<file path="config.mk">
export PLATFORM = sky130hd
export DESIGN_NAME = token_matcher
export DESIGN_NICKNAME = d
export VERILOG_FILES = /design/src/rtl/tokenizer_pkg.sv /design/src/rtl/tok_compare.sv /design/src/rtl/token_matcher.sv
export SDC_FILE = /design/constraint.sdc
export NUM_CORES = 1
export LEC_CHECK = 0
export ABC_AREA = 0
export BUFFER_PORTS_ARGS = -buffer_cell sky130_fd_sc_hd__buf_2
export CORE_MARGIN = 5
export CORE_UTILIZATION = 30
export DETAILED_ROUTE_END_ITERATION = 16
export GPL_ROUTABILITY_DRIVEN = 0
export PLACE_DENSITY = 0.54
export SLEW_MARGIN = 20
export SYNTH_ARGS = -nofsm -noshare
export SYNTH_HDL_FRONTEND = slang
export SYNTH_HIERARCHICAL = 1
export SYNTH_SLANG_ARGS = --single-unit
</file>
<file path="constraint.sdc">
create_clock -name clk -period 3.8 [get_ports clk]
set_input_delay 0.57 -clock clk [delete_from_list [all_inputs] [get_ports clk]]
set_output_delay 0.57 -clock clk [all_outputs]
set_load 0.01 [all_outputs]
</file>
<file path="src/rtl/tokenizer_pkg.sv">
// Shared types and helpers for the greedy longest-match tokenizer.
package tokenizer_pkg;

    localparam int unsigned TM_DATA_WIDTH  = 8;
    localparam int unsigned TM_MAX_TOK_LEN = 4;
    localparam int unsigned TM_EW          = TM_DATA_WIDTH * TM_MAX_TOK_LEN;
    localparam int unsigned TM_LEN_W       = $clog2(TM_MAX_TOK_LEN + 1);

    typedef enum logic [2:0] {
        IDLE  = 3'd0,
        FILL  = 3'd1,
        SCAN  = 3'd2,
        EMIT  = 3'd3,
        SHIFT = 3'd4,
        DONE  = 3'd5
    } tm_state_e;

    // Number of leading nonzero characters in a vocab entry (default geometry).
    function automatic logic [TM_LEN_W-1:0] entry_len(input logic [TM_EW-1:0] entry);
        logic [TM_LEN_W-1:0] len;
        logic                run;
        len = '0;
        run = 1'b1;
        for (int k = 0; k < TM_MAX_TOK_LEN; k++) begin
            if (run && (entry[k*TM_DATA_WIDTH +: TM_DATA_WIDTH] != '0)) begin
                len = len + TM_LEN_W'(1);
            end else begin
                run = 1'b0;
            end
        end
        return len;
    endfunction

endpackage

</file>
<file path="src/rtl/tok_compare.sv">
// Combinational prefix comparator: does one vocab entry match the head of the window?
module tok_compare #(
    parameter int unsigned DATA_WIDTH  = 8,
    parameter int unsigned MAX_TOK_LEN = 4,
    parameter int unsigned LEN_W       = 3
) (
    input  logic [MAX_TOK_LEN*DATA_WIDTH-1:0] window,
    input  logic [LEN_W-1:0]                  win_cnt,
    input  logic [MAX_TOK_LEN*DATA_WIDTH-1:0] entry,
    output logic                              match,
    output logic [LEN_W-1:0]                  len
);

    logic run;
    logic eq;

    // Entry length stops at the first zero byte; only those bytes must equal the window.
    always_comb begin
        len = '0;
        run = 1'b1;
        eq  = 1'b1;
        for (int k = 0; k < MAX_TOK_LEN; k++) begin
            if (run && (entry[k*DATA_WIDTH +: DATA_WIDTH] != '0)) begin
                len = len + LEN_W'(1);
                if (entry[k*DATA_WIDTH +: DATA_WIDTH] != window[k*DATA_WIDTH +: DATA_WIDTH]) begin
                    eq = 1'b0;
                end
            end else begin
                run = 1'b0;
            end
        end
        match = (len != '0) && (len <= win_cnt) && eq;
    end

endmodule

</file>
<file path="src/rtl/token_matcher.sv">
// Streaming greedy longest-match tokenizer against an external vocab SRAM.
module token_matcher
    import tokenizer_pkg::*;
#(
    parameter int unsigned           DATA_WIDTH  = 8,
    parameter int unsigned           MAX_TOK_LEN = 4,
    parameter int unsigned           VOCAB_DEPTH = 16,
    parameter int unsigned           CODE_WIDTH  = 8,
    parameter logic [CODE_WIDTH-1:0] UNK_CODE    = 8'hFF,
    localparam int unsigned          VAW = (VOCAB_DEPTH > 1) ? $clog2(VOCAB_DEPTH) : 1,
    localparam int unsigned          EW  = MAX_TOK_LEN * DATA_WIDTH
) (
    input  logic                  clk,
    input  logic                  rst_n,
    input  logic                  in_valid,
    output logic                  in_ready,
    input  logic [DATA_WIDTH-1:0] in_data,
    input  logic                  in_last,
    output logic [VAW-1:0]        vocab_addr,
    input  logic [EW-1:0]         vocab_rdata,
    output logic                  out_valid,
    input  logic                  out_ready,
    output logic [CODE_WIDTH-1:0] out_code,
    output logic                  out_last,
    output logic                  busy,
    output logic                  done
);

    localparam int unsigned    LW       = $clog2(MAX_TOK_LEN + 1);
    localparam int unsigned    SCW      = $clog2(VOCAB_DEPTH + 1);
    localparam logic [LW-1:0]  LEN_FULL = LW'(MAX_TOK_LEN);
    localparam logic [SCW-1:0] SCAN_END = SCW'(VOCAB_DEPTH);

    tm_state_e                             state_q, state_d;
    logic [MAX_TOK_LEN-1:0][DATA_WIDTH-1:0] window_q, window_d;
    logic [LW-1:0]                         win_cnt_q, win_cnt_d;
    logic                                  last_seen_q, last_seen_d;
    logic [SCW-1:0]                        scan_cnt_q, scan_cnt_d;
    logic [LW-1:0]                         best_len_q, best_len_d;
    logic [VAW-1:0]                        best_idx_q, best_idx_d;
    logic [LW-1:0]                         consume_q, consume_d;

    logic                  in_ready_d, out_valid_d, out_last_d, busy_d, done_d;
    logic [CODE_WIDTH-1:0] out_code_d;
    logic [VAW-1:0]        vocab_addr_d;

    logic           in_fire, out_fire, upd, fin_unk;
    logic [LW-1:0]  fin_len, fin_consume, rem_cnt;
    logic [VAW-1:0] fin_idx, cmp_idx;
    logic           cmp_match;
    logic [LW-1:0]  cmp_len;

    // Entry read on the previous cycle is compared against the window this cycle.
    tok_compare #(
        .DATA_WIDTH  (DATA_WIDTH),
        .MAX_TOK_LEN (MAX_TOK_LEN),
        .LEN_W       (LW)
    ) u_cmp (
        .window  (window_q),
        .win_cnt (win_cnt_q),
        .entry   (vocab_rdata),
        .match   (cmp_match),
        .len     (cmp_len)
    );

    // Next-state, window/scan bookkeeping and next values of every registered output.
    always_comb begin
        state_d     = state_q;
        window_d    = window_q;
        win_cnt_d   = win_cnt_q;
        last_seen_d = last_seen_q;
        scan_cnt_d  = scan_cnt_q;
        best_len_d  = best_len_q;
        best_idx_d  = best_idx_q;
        consume_d   = consume_q;
        out_code_d  = out_code;
        out_last_d  = out_last;
        done_d      = done;

        in_fire     = in_valid && in_ready;
        out_fire    = out_valid && out_ready;
        cmp_idx     = VAW'(scan_cnt_q - SCW'(1));
        upd         = (scan_cnt_q != '0) && cmp_match && (cmp_len > best_len_q);
        fin_len     = upd ? cmp_len : best_len_q;
        fin_idx     = upd ? cmp_idx : best_idx_q;
        fin_unk     = (fin_len == '0) || (window_q[0] == '0);
        fin_consume = fin_unk ? LW'(1) : fin_len;
        rem_cnt     = win_cnt_q - consume_q;

        if (in_fire) begin
            for (int k = 0; k < MAX_TOK_LEN; k++) begin
                if (LW'(k) == win_cnt_q) window_d[k] = in_data;
            end
            win_cnt_d   = win_cnt_q + LW'(1);
            last_seen_d = in_last;
        end

        case (state_q)
            IDLE: begin
                if (in_fire) state_d = FILL;
            end
            FILL: begin
                if ((win_cnt_q == LEN_FULL) || last_seen_q) begin
                    state_d    = SCAN;
                    scan_cnt_d = '0;
                    best_len_d = '0;
                    best_idx_d = '0;
                end
            end
            SCAN: begin
                best_len_d = fin_len;
                best_idx_d = fin_idx;
                if (scan_cnt_q == SCAN_END) begin
                    state_d    = EMIT;
                    out_code_d = fin_unk ? UNK_CODE : CODE_WIDTH'(fin_idx);
                    consume_d  = fin_consume;
                    out_last_d = last_seen_q && (win_cnt_q == fin_consume);
                end else begin
                    scan_cnt_d = scan_cnt_q + SCW'(1);
                end
            end
            EMIT: begin
                if (out_fire) begin
                    state_d = SHIFT;
                    if (out_last) done_d = 1'b1;
                end
            end
            SHIFT: begin
                for (int k = 0; k < MAX_TOK_LEN; k++) begin
                    window_d[k] = '0;
                    for (int j = 0; j < MAX_TOK_LEN; j++) begin
                        if (j == k + int'(consume_q)) window_d[k] = window_q[j];
                    end
                end
                win_cnt_d = rem_cnt;
                if (!last_seen_q) begin
                    state_d = FILL;
                end else if (rem_cnt != '0) begin
                    state_d    = SCAN;
                    scan_cnt_d = '0;
                    best_len_d = '0;
                    best_idx_d = '0;
                end else begin
                    state_d     = DONE;
                    last_seen_d = 1'b0;
                end
            end
            DONE: begin
                if (in_fire) begin
                    state_d = FILL;
                    done_d  = 1'b0;
                end
            end
            default: state_d = IDLE;
        endcase

        in_ready_d   = ((state_d == IDLE) || (state_d == FILL) || (state_d == DONE)) &&
                       (win_cnt_d < LEN_FULL) && !last_seen_d;
        busy_d       = !((state_d == IDLE) || (state_d == DONE));
        out_valid_d  = (state_d == EMIT);
        vocab_addr_d = ((state_d == SCAN) && (scan_cnt_d < SCAN_END)) ? VAW'(scan_cnt_d) : '0;
    end

    // State and output registers; reset aborts any scan or pending code.
    always_ff @(posedge clk or negedge rst_n) begin
        if (!rst_n) begin
            state_q     <= IDLE;
            window_q    <= '0;
            win_cnt_q   <= '0;
            last_seen_q <= 1'b0;
            scan_cnt_q  <= '0;
            best_len_q  <= '0;
            best_idx_q  <= '0;
            consume_q   <= '0;
            in_ready    <= 1'b1;
            out_valid   <= 1'b0;
            out_code    <= '0;
            out_last    <= 1'b0;
            busy        <= 1'b0;
            done        <= 1'b0;
            vocab_addr  <= '0;
        end else begin
            state_q     <= state_d;
            window_q    <= window_d;
            win_cnt_q   <= win_cnt_d;
            last_seen_q <= last_seen_d;
            scan_cnt_q  <= scan_cnt_d;
            best_len_q  <= best_len_d;
            best_idx_q  <= best_idx_d;
            consume_q   <= consume_d;
            in_ready    <= in_ready_d;
            out_valid   <= out_valid_d;
            out_code    <= out_code_d;
            out_last    <= out_last_d;
            busy        <= busy_d;
            done        <= done_d;
            vocab_addr  <= vocab_addr_d;
        end
    end

endmodule

</file>
**Yosys cells after proc, flatten, opt, wreduce, memory -nomap -nowiden**

Index checks and enable logic that the tools add are counted.

- Flip-flop bits (word level): 71
- Input port bits: 45
- Output and inout port bits: 17
- Memories: 0
- RAM bits: 0
- Bits in read-only memories: 0
- Latch bits: 0
- Word-level logic and storage cells: 196

- Reduce and logical (&&, ||, !) cells: 51
- Shift-type cells: 0
- Bitwise logic cells: 0
- Multiplexer cells: 72
- Multiply operators: 0
- Div/mod/pow operators: 0
- Order comparisons: 4
- Equal/unequal tests: 41
- Add/sub/neg operators: 10

Operator list:

| cell | number |
|---|---|
| $mux 8 | 21 |
| $logic_not 32->1 | 4 |
| $eq 2x32->1 const A | 3 |
| $eq 3x32->1 const A | 3 |
| $mux 32 | 2 |
| $mux 3 | 16 |
| $ne 8x8->1 | 4 |
| $reduce_bool 8->1 | 4 |
| $mux 4 | 5 |
| $mux 5 | 4 |
| $mux 1 | 19 |
| $pmux 3 s5 | 1 |
| $pmux 5 s3 | 1 |
| $ne 2x2->1 const B | 7 |
| $logic_and 1x1->1 | 13 |
| $add 3x1->3 const B | 4 |
| $eq 2x4->1 const A | 3 |
| $eq 3x2->1 const B | 4 |
| $eq 3x3->1 const B | 4 |
| $logic_not 3->1 | 4 |
| $pmux 4 s3 | 1 |
| $reduce_and 3->1 | 4 |
| $reduce_bool 2->1 | 6 |
| $eq 2x3->1 const A | 3 |
| 27 further kinds | 38 |

**Logic depth before layout (Yosys ltp)**

Gate-level depths: netlist of the first run.

- Depth in word-level cells: 19
- Gate-level depth with buffers: 17
- Depth with buffers taken out: 15

**Modules after synthesis**

The synthesis of the first run kept the hierarchy.

Modules (own cells, without submodules):

| module | area each (um^2) | times used | cells each | sequential area each (um^2) |
|---|---|---|---|---|
| token_matcher | 3877.5 | 1 | 436 | 1702.9 |
| tok_compare | 584.3 | 1 | 75 | 0.0 |

**Least setup slack after synthesis of the first run**

OpenSTA, ideal clock, no wires.

- Path type: input -> register
- Start: in vocab_rdata[21]
- End: reg best_len_q[1]
- Path slack: 0.049 ns
- Cell stages on the path: 14
- Required time: 3.679 ns
- Setup time: 0.121 ns
- Path buffers: 1
- Data arrival time: 3.630 ns
- Path through: or4_4 -> nor2_4 -> a21boi_1 -> ha_1 -> o21a_1 -> ha_1 -> a211oi_1 -> o2111a_1 -> o211a_1 -> nand3_1 -> a21oi_2 -> clkbuf_1 -> o21bai_1 -> a22o_1

- Word-level cells in the longest chain between the ends: 12
- Elaborated cells between the ends (all ways): 21

RTL lines:

| what | RTL line | source |
|---|---|---|
| start, declared | token_matcher.sv:20 | `input logic [EW-1:0] vocab_rdata,` |
| $reduce_bool 8->1 (*) | tok_compare.sv:23 | `if (run && (entry[k*DATA_WIDTH +: DATA_WIDTH] != '0)) begin` |
| $logic_and 1x1->1 (*) | tok_compare.sv:23 |  |
| $mux 3 or $mux 1 (tied branches) | tok_compare.sv:23 |  |
| $add 3x1->3 or $logic_and 1x1->1 (tied branches) | tok_compare.sv:24, tok_compare.sv:23 |  |
| $mux 3 (*) | tok_compare.sv:23 |  |
| net cmp_len[1] | token_matcher.sv:51 | `logic [LW-1:0] cmp_len;` |
| $le 3x3->1 or $reduce_bool 3->1 (tied branches) | tok_compare.sv:32 | `match = (len != '0) && (len <= win_cnt) && eq;` |
| $logic_and 1x1->1 (*) (2 in series) | tok_compare.sv:32 |  |
| net cmp_match | token_matcher.sv:50 | `logic cmp_match;` |
| $logic_and 1x1->1 (*) (2 in series) | token_matcher.sv:83 | `upd = (scan_cnt_q != '0) && cmp_match && (cmp_len > best_len_q);` |
| $mux 3 (*) | token_matcher.sv:84 | `fin_len = upd ? cmp_len : best_len_q;` |
| $pmux 3 s3 (*) | token_matcher.sv:98 | `case (state_q)` |
| end signal, assigned | token_matcher.sv:188 | `best_len_q <= best_len_d;` |
| end, declared | token_matcher.sv:39 | `logic [LW-1:0] best_len_q, best_len_d;` |

The timed path passes the listed nets; every way through them passes the cells marked *.
A chain may end at the register's enable or synchronous reset.

**Worst setup path after layout of the first run**

- Start: in vocab_rdata[21]
- End: reg out_last

- Word-level cells in the longest chain between the ends: 16
- Elaborated cells between the ends (all ways): 25

RTL lines:

| what | RTL line | source |
|---|---|---|
| $reduce_bool 8->1 (*) | tok_compare.sv:23 |  |
| $logic_and 1x1->1 (*) | tok_compare.sv:23 |  |
| $mux 3 or $mux 1 (tied branches) | tok_compare.sv:23 |  |
| $add 3x1->3 or $logic_and 1x1->1 (tied branches) | tok_compare.sv:24, tok_compare.sv:23 |  |
| $mux 3 (*) | tok_compare.sv:23 |  |
| net cmp_len[1] | token_matcher.sv:51 |  |
| $le 3x3->1 or $reduce_bool 3->1 (tied branches) | tok_compare.sv:32 |  |
| $logic_and 1x1->1 (*) (2 in series) | tok_compare.sv:32 |  |
| net cmp_match | token_matcher.sv:50 |  |
| $logic_and 1x1->1 (*) (2 in series) | token_matcher.sv:83 |  |
| $mux 3 (*) | token_matcher.sv:84 |  |
| $logic_not 3->1 | token_matcher.sv:86 | `fin_unk = (fin_len == '0) \|\| (window_q[0] == '0);` |
| $logic_or 1x1->1 | token_matcher.sv:86 |  |
| $mux 3 (*) | token_matcher.sv:87 | `fin_consume = fin_unk ? LW'(1) : fin_len;` |
| $eq 3x3->1 (*) | token_matcher.sv:117 | `out_last_d = last_seen_q && (win_cnt_q == fin_consume);` |
| $logic_and 1x1->1 (*) | token_matcher.sv:117 |  |
| end signal, assigned | token_matcher.sv:194 | `out_last <= out_last_d;` |
| end, declared | token_matcher.sv:24 | `output logic out_last,` |

Marks and branches as above.

==> impl_metrics.toml, run 1 <==
[outcome]
outcome = "finished, final reports clean"

[worst_setup_path]
crit_slowest_cell = "or4_4"
critical_path.max_fanout = 5
worst_path_largest_cell_delay_ns = 0.54
end_kind = "flip-flop"
worst_path_most_repeated_cell = "ha_1"
arrival_time_of_data_at_the_critical_path_endpoint_ns = 3.84
path_cells = "buf_2, or4_4, nor2_4, a21boi_1, ha_1, o21a_1, ha_1, a211oi_2, o2111a_1, o211a_1, nand3_1, a21oi_4, mux2i_2, xnor2_1, a41o_1"
crit_path_start_kind = "primary input"
crit_type = "in2reg"
crit_required_ns = 4.03
crit_buf_inv = 1
top_delay_family_on_crit_path = "compound AO/OA/AOI/OAI gates"
reg2reg_setup_slack_ns = 1.14

[clock_network]
clock_latency_ns = 0.34
cts.root.buffer_cell = "clkbuf_16"
post_cts.resized_instances = 0
cts_made_buffers = 9
cts_h_tree_depth = 3
tritoncts = "yes"
clock_sinks = 68
ctsHoldBuffers = 0
clk_transition_reported_paths_ns = 0.06
clockBufferDepth = 2
cts_setup_buffers = 0

[finish]
finish.net_count = 636
drive_above_1_share_pct = 22.32
fillerInstances = 1496
seq_area_sq_um = 1703
final-instance-count-excl-fill = 762
design_area_sq_um = 5320
antennaDiodeCount = 0
area_of_the_multi_input_gates_sq_um = 2591
area_added_between_synthesis_and_finish_pct = 19.24

[detailed_routing]
wire_per_inst_um = 16.37
drt.antenna.violating_nets = 0
via_count = 3906
drc_errors = 0
routed_wirelength_mm = 12.47
firstDrtPassIters = 5
drt-vias-per-instance = 5.126
initial_drt_markers = 391

[logic_synthesis]
synth_cell_type_count = 62
ys_warn_count = 6
netlist_area_sq_um = 4462
synth.area.top_cells = "dfrtp_1 38%, nand2_1 6.3%, ha_1 4.8%"
synth_edf_count = 0
post_syn_nets = 574
synth_commonest_cells = "75 x nand2_1, 67 x dfrtp_1, 51 x nor2_1"
synth_area_per_cell_sq_um = 8.731
synth_flop_type = "dfrtp_1"
post-synth-top-area-cell = "dfrtp_1"
synth-async-reset-ratio_pct = 100.0
yosys.area.top_type_share_pct = 37.58
synthesis_stage_register_bit_count = 68
synth_cells = 511
yosysSeqAreaShare_pct = 38.17
synthMostInstantiatedCell = "nand2_1"

[global_route]
grt_start_max_net_pins = 47
grt_first_pass_wirelength_mm = 20.90
antenna_violations_before_repair = 0
global_route.overflow_total = 0
grt_pass1_vias = 4036
gr_usage_total_pct = 14.57

[sta]
timing.final.hold_violations = 0
fin_worst_skew_ns = 0.006972
hold_ws_ns = 0.2001
worst_slew_margin_rel_pct = 38.60
period_needed_ns = 3.618
totalNegativeSetupSlack_ns = 0
drv_slew = 0
timing.fmax_ghz = 0.2764
grt_setup_unrepaired = "no"
setup_viol = 0
tightest_slew_ns = 0.9210
period_share_pct = 95.21

[pwr]
pwr-share-comb_pct = 37.3
sw_frac_of_total_pct = 38.87
vdd_drop_max_v = 0.0004084
power.switching_uw = 1322
cell_internal_power_uw = 2079
total_power_uw = 3402
power.leakage_uw = 0.002355
sequential_power_share_pct = 38.3
pwr_density_cell_nw_per_um2 = 639.4
power.share.clock_pct = 24.4

[floorplanning]
rows = 44
fp.dieH_um = 132.0
io_pins = 62
start_util_pct = 30.70
design.die.area_sq_um = 17410
standard_cell_core_area_sq_um = 14530
die_width_um = 132.0

[placement]
dpl_cell_area_sq_um = 5005
detailedPlacementHpwl_mm = 9.578
io_buffers = 61
dpl.cell_count = 746

[run]
drv_cap = 0

[min_path]
worstHoldPathType = "in2async"
## registers in the layout, indices dropped and copies added, names as in the netlist
name,count
vocab_addr,4
last_seen_q,1
out_code,5
done,1
scan_cnt_q,5
in_ready,1
out_last,1
state_q,3
best_idx_q,4
out_valid,1
consume_q,3
best_len_q,3
window_q,32
win_cnt_q,3
busy,1
## cell type report
cell class / instances / area share, %
inverter: 16 / 1.129
timing repair buffer: 79 / 8.278
clock buffer: 12 / 4.633
clock inverter: 4 / 0.9172
tap: 184 / 4.327
multi-input combinational: 399 / 48.71
sequential: 68 / 32.01
## power groups by stage
stage	clock network, uW	logic (uW)	registers [uW]
CTS	857	1270	1300
global route	889	1430	1340
detailed placement	0	1260	1310
global placement	0	1240	1310
finish	830	1270	1300
floorplan	0	1040	1140
## metrics by stage
stage          util (%)  setup slack [ns]
5_1_grt           36.60          0.005869
3_5_place_dp      34.44           -0.2591
6_report          36.60            0.1819
4_1_cts           36.47            0.1017
3_3_place_gp      34.44          -0.08728
2_1_floorplan         -           0.04868
## final timing paths
path                                      startpoint                         to  depth (start not counted)
min                                            rst_n   window_q[25]$_DFFE_PN0P_                          1
min in group clk           best_idx_q[2]$_DFFE_PN0P_  best_idx_q[2]$_DFFE_PN0P_                          2
max in group asynchronous                      rst_n   win_cnt_q[1]$_DFFE_PN0P_                          2
max                                  vocab_rdata[21]       out_last$_DFFE_PN0P_                         15
max reg2reg                 win_cnt_q[0]$_DFFE_PN0P_    vocab_addr[2]$_DFF_PN0_                          9
min reg2reg                best_idx_q[2]$_DFFE_PN0P_  best_idx_q[2]$_DFFE_PN0P_                          2
## cells by family after synthesis
| family | synth area share [%] |
|---|---|
| buffers and inverters | 4.206 |
| AO/OA/AOI/OAI | 19.88 |
| flip-flops | 38.17 |
| AND/OR/NAND/NOR | 21.23 |
| adder cells (fa/ha/maj) | 5.216 |
| XOR/XNOR | 8.160 |
| multiplexers | 3.141 |
## layout by cell type, fill, tap and decap left out, types with 3 or more instances in the layout
cell type	instances
a21oi_1	28
a22o_1	11
a22oi_1	9
a31oi_1	20
and2_1	7
and3_1	5
buf_2	61
buf_4	18
clkbuf_16	9
dfrtp_1	67
ha_1	17
inv_1	16
mux2_2	8
mux2i_1	3
nand2_1	75
nand2b_1	3
nand3_1	4
nand4_1	5
nor2_1	51
nor2b_1	8
nor3_1	7
nor4_1	13
o21ai_0	35
or2_2	3
xnor2_1	23
xor2_1	16
## worst register-to-register path, delay by kind of cell (launching register included)
family,cells,cell delay (ns)
DFF,1,0.53
xor gates and xnor gates,1,0.19
adders and majority gates,2,0.65
AOI/OAI and AO/OA,2,0.48
buffers and inverters,1,0.15
and+or+nand+nor,3,0.59
## per-layer routing
layer / GRT usage, % / up-vias / share of wire, %
met5: 0 / - / 0
met4: 4.971 / 0 / 2.5
met3: 3.511 / 23 / 4.2
met2: 23.67 / 94 / 48
met1: 18.98 / 1864 / 45
li1: - / 1925 / -
Note: power is estimated with default switching activity, not from simulation.
==> inputs of run 2 (changes only) <==
Settings changed: HOLD_SLACK_MARGIN from default to 0.02, PLACE_DENSITY 0.54 to 0.56.
Clock period 3.8 ns to 3.05 ns, I/O delays scaled along.
==> run 2 against run 1 <==
Via count rose by 6.6%. Power rose by 27%. Non-clock buffer count rose by 41. Largest cell class unchanged. Clock skew rose by 0.0015 ns. Clock power rose by 22%. Critical path type unchanged. Critical endpoint unchanged. The run now ends with setup timing left.
==> impl_metrics.toml, run 2 (same netlist as run 1, synthesis figures left out) <==
[outcome]
outcome = "finished, violations left"
violations = "setup timing"

[sta]
timing.fmax_ghz = 0.2932
period_share_pct = 111.8
grt_setup_unrepaired = "yes"
drv_slew = 0
worst_slew_margin_rel_pct = 45.24
period_needed_ns = 3.411
timing.final.hold_violations = 0
tightest_slew_ns = 0.8187
post-route-worst-setup-slack_ns = -0.3607
fin_worst_skew_ns = 0.008441
setup_viol = 16

[floorplanning]
start_util_pct = 30.70
rows = 44
standard_cell_core_area_sq_um = 14530
design.die.area_sq_um = 17410
fp.dieH_um = 132.0
io_pins = 62
die_width_um = 132.0

[finish]
layout_common_cells = "71 x nand2_1, 67 x dfrtp_1, 59 x buf_2, 55 x buf_4, 50 x nor2_1"
drive_above_1_share_pct = 30.63
finish.net_count = 677
layout_commonest_cell = "nand2_1"
register_with_the_highest_flop_count = "window_q"
largestRegisters = "window_q: 32 flops, out_code: 5 flops, scan_cnt_q: 5 flops"
seq_area_sq_um = 1703
final-instance-count-excl-fill = 801
max_reg_flops = 32
area_added_between_synthesis_and_finish_pct = 28.46
antennaDiodeCount = 0
layout.core_utilization_pct = 39.44
fillerInstances = 1469
area_of_the_multi_input_gates_sq_um = 2679

[global_route]
global_route.overflow_total = 0
grt_start_max_net_pins = 28
gr_usage_total_pct = 14.70
grt_pass1_vias = 4348
antenna_violations_before_repair = 0
grt_first_pass_wirelength_mm = 21.20

[pwr]
pwr_density_cell_nw_per_um2 = 756.6
vdd_drop_max_v = 0.0003614
total_power_uw = 4337
power.leakage_uw = 0.002576

[placement]
io_buffers = 61
dpl.cell_count = 779
detailedPlacementHpwl_mm = 9.737

[clock_network]
clock_sinks = 68
cts_h_tree_depth = 3
clock_latency_ns = 0.34
clk_transition_reported_paths_ns = 0.06
cts_made_buffers = 9
ctsHoldBuffers = 0
clockBufferDepth = 2
cts.root.buffer_cell = "clkbuf_16"
tritoncts = "yes"

[worst_setup_path]
crit_required_ns = 3.28
arrival_time_of_data_at_the_critical_path_endpoint_ns = 3.64
worst_path_largest_cell_delay_ns = 0.54
crit_reg_reg_startpoint = "window_q[18]$_DFFE_PN0P_"
r2r_end = "out_last$_DFFE_PN0P_"
top_delay_family_on_crit_path = "compound AO/OA/AOI/OAI gates"
worst_path_most_repeated_cell = "nand3_2"
crit_type = "in2reg"
critical_path.max_fanout = 5
crit_path_start_kind = "primary input"
end_kind = "flip-flop"
startpoint_of_the_most_critical_setup_path = "vocab_rdata[18]"
reg2reg_depth = 10
reg2reg_setup_slack_ns = 0.35
crit_slowest_cell = "or4_4"
crit_buf_inv = 1
path_cells = "buf_6, or4_4, nor2_4, a21boi_2, ha_1, o21a_1, ha_4, nand3_2, o21ai_2, o2111a_1, o211a_1, nand3_2, a21oi_4, mux2i_2, xnor2_1, a41o_1"

[detailed_routing]
drc_errors = 0
drt.antenna.violating_nets = 0
firstDrtPassIters = 4
drt-vias-per-instance = 5.196
wire_per_inst_um = 16.01
routed_wirelength_mm = 12.83
via_count = 4162
initial_drt_markers = 265

[min_path]
worstHoldPathType = "in2async"

[run]
drv_cap = 0
-- run 2: area by class of cell --
type	count	area share (%)
Multi-Input combinational cell	399	46.74
Sequential cell	68	29.71
Timing Repair Buffer	120	13.60
Tap cell	184	4.017
Clock buffer	9	3.929
Inverter	16	1.048
Clock inverter	5	0.9605
-- run 2: worst max-delay path by stage --
| stage | to | slack (ns) | cells past startpoint |
|---|---|---|---|
| after detailed placement | out_last$_DFFE_PN0P_ | -0.72 | 15 |
| after floorplan | out_last$_DFFE_PN0P_ | -0.44 | 14 |
| after global routing | out_last$_DFFE_PN0P_ | -0.46 | 16 |
| after CTS | out_last$_DFFE_PN0P_ | -0.32 | 15 |
| after global placement | out_last$_DFFE_PN0P_ | -0.60 | 15 |
| final | out_last$_DFFE_PN0P_ | -0.36 | 16 |
-- run 2: through the flow --
step / area (sq um) / setup slack (ns) / TNS, ns / hold WS, ns
finish: 5732 / -0.3607 / -3.728 / 0.08339
detailed placement: 5274 / -0.7164 / -9.768 / 0.4511
global placement: 5274 / -0.6036 / -7.984 / 0.4509
global route: 5732 / -0.4554 / -5.810 / 0.1182
CTS: 5677 / -0.3153 / -3.373 / 0.09582
floorplan: 4487 / -0.4413 / -5.302 / 0.1619
-- run 2: power breakdown --
part	internal, uW	switching, uW
Sequential	1170	412
Combinational	837	905
Clock	620	391
Total	2630	1710
-- run 2: repair_timing --
item,4_1_cts,5_1_grt
resized for setup,29,10
hold endpoints to repair,0,0
pin swaps,13,15
setup endpoints to repair,16,16
buffers inserted,6,2
cloned,0,0
-- run 2: per-layer routing --
| metal | vias to the layer above | GRT usage, % | part of all wire, % |
|---|---|---|---|
| li1 | 2005 | - | - |
| met1 | 2023 | 18.05 | 44 |
| met2 | 103 | 25.27 | 50 |
| met3 | 31 | 2.939 | 3.7 |
| met4 | 0 | 5.829 | 2.7 |
| met5 | - | 0 | 0 |
==> inputs of run 3 (changes only) <==
Settings changed: CELL_PAD_IN_SITES_DETAIL_PLACEMENT from default to 1, CELL_PAD_IN_SITES_GLOBAL_PLACEMENT from default to 1, PLACE_DENSITY 0.56 to 0.68.
==> run 3 against run 2 <==
The run still ends with setup timing left. Non-clock buffer count grew 4. Power rose by 2.6%. Cell count up 0.75%. Global-route usage increased by 1.6 points. Utilization grew 0.77 points. Highest routed layer unchanged.
==> impl_metrics.toml, run 3 (same netlist as run 1, synthesis figures left out) <==
[worst_setup_path]
end_kind = "flip-flop"
critical_path.max_fanout = 4
crit_required_ns = 3.28
arrival_time_of_data_at_the_critical_path_endpoint_ns = 3.67
crit_type = "in2reg"
crit_path_start_kind = "primary input"

[clock_network]
cts.root.buffer_cell = "clkbuf_16"
cts_made_buffers = 9
clockBufferDepth = 2
clk_transition_reported_paths_ns = 0.06
clock_latency_ns = 0.34
cts_h_tree_depth = 3
tritoncts = "yes"
clock_sinks = 68
ctsHoldBuffers = 0

[floorplanning]
fp.dieH_um = 132.0
standard_cell_core_area_sq_um = 14530
io_pins = 62
start_util_pct = 30.70
design.die.area_sq_um = 17410
rows = 44
die_width_um = 132.0

[pwr]
total_power_uw = 4449
sw_frac_of_total_pct = 39.69
sequential_power_share_pct = 35.1
power.switching_uw = 1766
pwr_density_cell_nw_per_um2 = 761.5
vdd_drop_max_v = 0.0004277
power.leakage_uw = 0.002609
power.share.clock_pct = 23.7
pwr-share-comb_pct = 41.1
cell_internal_power_uw = 2684

[min_path]
worstHoldPathType = "in2async"

[outcome]
violations = "setup timing"
outcome = "finished, violations left"

[detailed_routing]
drt-vias-per-instance = 5.232
drc_errors = 0
via_count = 4222
firstDrtPassIters = 4
drt.antenna.violating_nets = 0
wire_per_inst_um = 17.80
routed_wirelength_mm = 14.36
initial_drt_markers = 224

[sta]
post-route-worst-setup-slack_ns = -0.3910
period_share_pct = 112.8
grt_setup_unrepaired = "yes"
timing.fmax_ghz = 0.2906
fin_worst_skew_ns = 0.008233
tightest_slew_ns = 0.8221
period_needed_ns = 3.441
setup_viol = 16
drv_slew = 0
worst_slew_margin_rel_pct = 45.02
timing.final.hold_violations = 0
totalNegativeSetupSlack_ns = -4.763

[global_route]
grt_first_pass_wirelength_mm = 23.31
grt_pass1_vias = 4573
grt_start_max_net_pins = 30
gr_usage_total_pct = 16.33
global_route.overflow_total = 0
antenna_violations_before_repair = 0

[finish]
seq_area_sq_um = 1703
antennaDiodeCount = 0
max_reg_flops = 32
fillerInstances = 1732
register_with_the_highest_flop_count = "window_q"
area_of_the_multi_input_gates_sq_um = 2744
drive_above_1_share_pct = 31.46
layout_commonest_cell = "nand2_1"
area_added_between_synthesis_and_finish_pct = 30.96
layout_common_cells = "70 x nand2_1, 67 x dfrtp_1, 59 x buf_4, 59 x buf_2, 50 x nor2_1"
finish.net_count = 681
largestRegisters = "window_q: 32 flops, out_code: 5 flops, scan_cnt_q: 5 flops"

[placement]
detailedPlacementHpwl_mm = 10.78
io_buffers = 61

[run]
drv_cap = 0
[run 3: changes by cell type in the layout (fill, tap and decap cells not counted), sizes merged]
| cell | delta |
|---|---|
| buf | +4 |
| clkbuf | +3 |
| clkinv | -1 |
[run 3: area by class of cell]
class	instances	share of cell area (%)
Inverter	16	1.028
Tap cell	184	3.940
Sequential cell	68	29.14
Clock inverter	4	0.8565
Multi-Input combinational cell	399	46.96
Clock buffer	12	4.218
Timing Repair Buffer	124	13.85
[run 3: worst max-delay path, cell delays in order]
cell and delay [ns]:
buf_6 0.09, or4_4 0.54, nor2_4 0.16, a21boi_2 0.08
ha_1 0.28, o21a_1 0.22, ha_4 0.23, a211oi_2 0.22
o2111a_1 0.23, o211a_1 0.17, nand3_2 0.09, a21oi_4 0.19
buf_4 0.16, mux2i_4 0.23, xnor2_1 0.09, a41o_1 0.23
[run 3: final timing paths]
check	startpoint	endpoint	slack (ns)	cells past startpoint
min	rst_n	window_q[22]$_DFFE_PN0P_	0.09	1
min in group clk	in_last	last_seen_q$_DFF_PN0_	0.44	3
max	vocab_rdata[22]	out_last$_DFFE_PN0P_	-0.39	16
min reg2reg	best_idx_q[1]$_DFFE_PN0P_	best_idx_q[1]$_DFFE_PN0P_	0.51	2
max in group asynchronous	rst_n	best_idx_q[3]$_DFFE_PN0P_	2.18	2
max reg2reg	window_q[20]$_DFFE_PN0P_	out_last$_DFFE_PN0P_	0.36	11
[run 3: metrics by stage]
step / hold WS, ns / instance area (sq um) / instances / util [%] / setup WS, ns
6_report: 0.09170 / 5843 / 807 / 40.20 / -0.3910
5_1_grt: 0.1176 / 5843 / 807 / 40.20 / -0.5099
4_1_cts: 0.09397 / 5698 / 803 / 39.20 / -0.3622
3_5_place_dp: 0.4551 / 5289 / 781 / 36.39 / -0.7802
3_3_place_gp: 0.4435 / 5289 / 781 / 36.39 / -0.6020
2_1_floorplan: 0.1619 / 4487 / 511 / - / -0.4413
[run 3: per-layer routing]
metal	global-route usage, %	up-vias	wire [um]
met5	0	-	0
met4	4.000	0	199
met1	19.14	2128	6095
li1	-	2015	-
met2	29.76	67	7609
met3	4.046	12	458
[run 3: timing repair]
action,CTS,global route
cloned,1,0
gates resized for setup,23,25
setup endpoints to repair,16,16
buffers inserted,5,5
pin swaps,15,9
[run 3: power groups by stage]
stage          registers (uW)  logic (uW)  clock network, uW
5_1_grt                  1610        2030               1130
3_5_place_dp             1570        1760                  0
3_3_place_gp             1560        1690                  0
6_report                 1560        1830               1060
2_1_floorplan            1430        1300                  0
4_1_cts                  1560        1820               1090
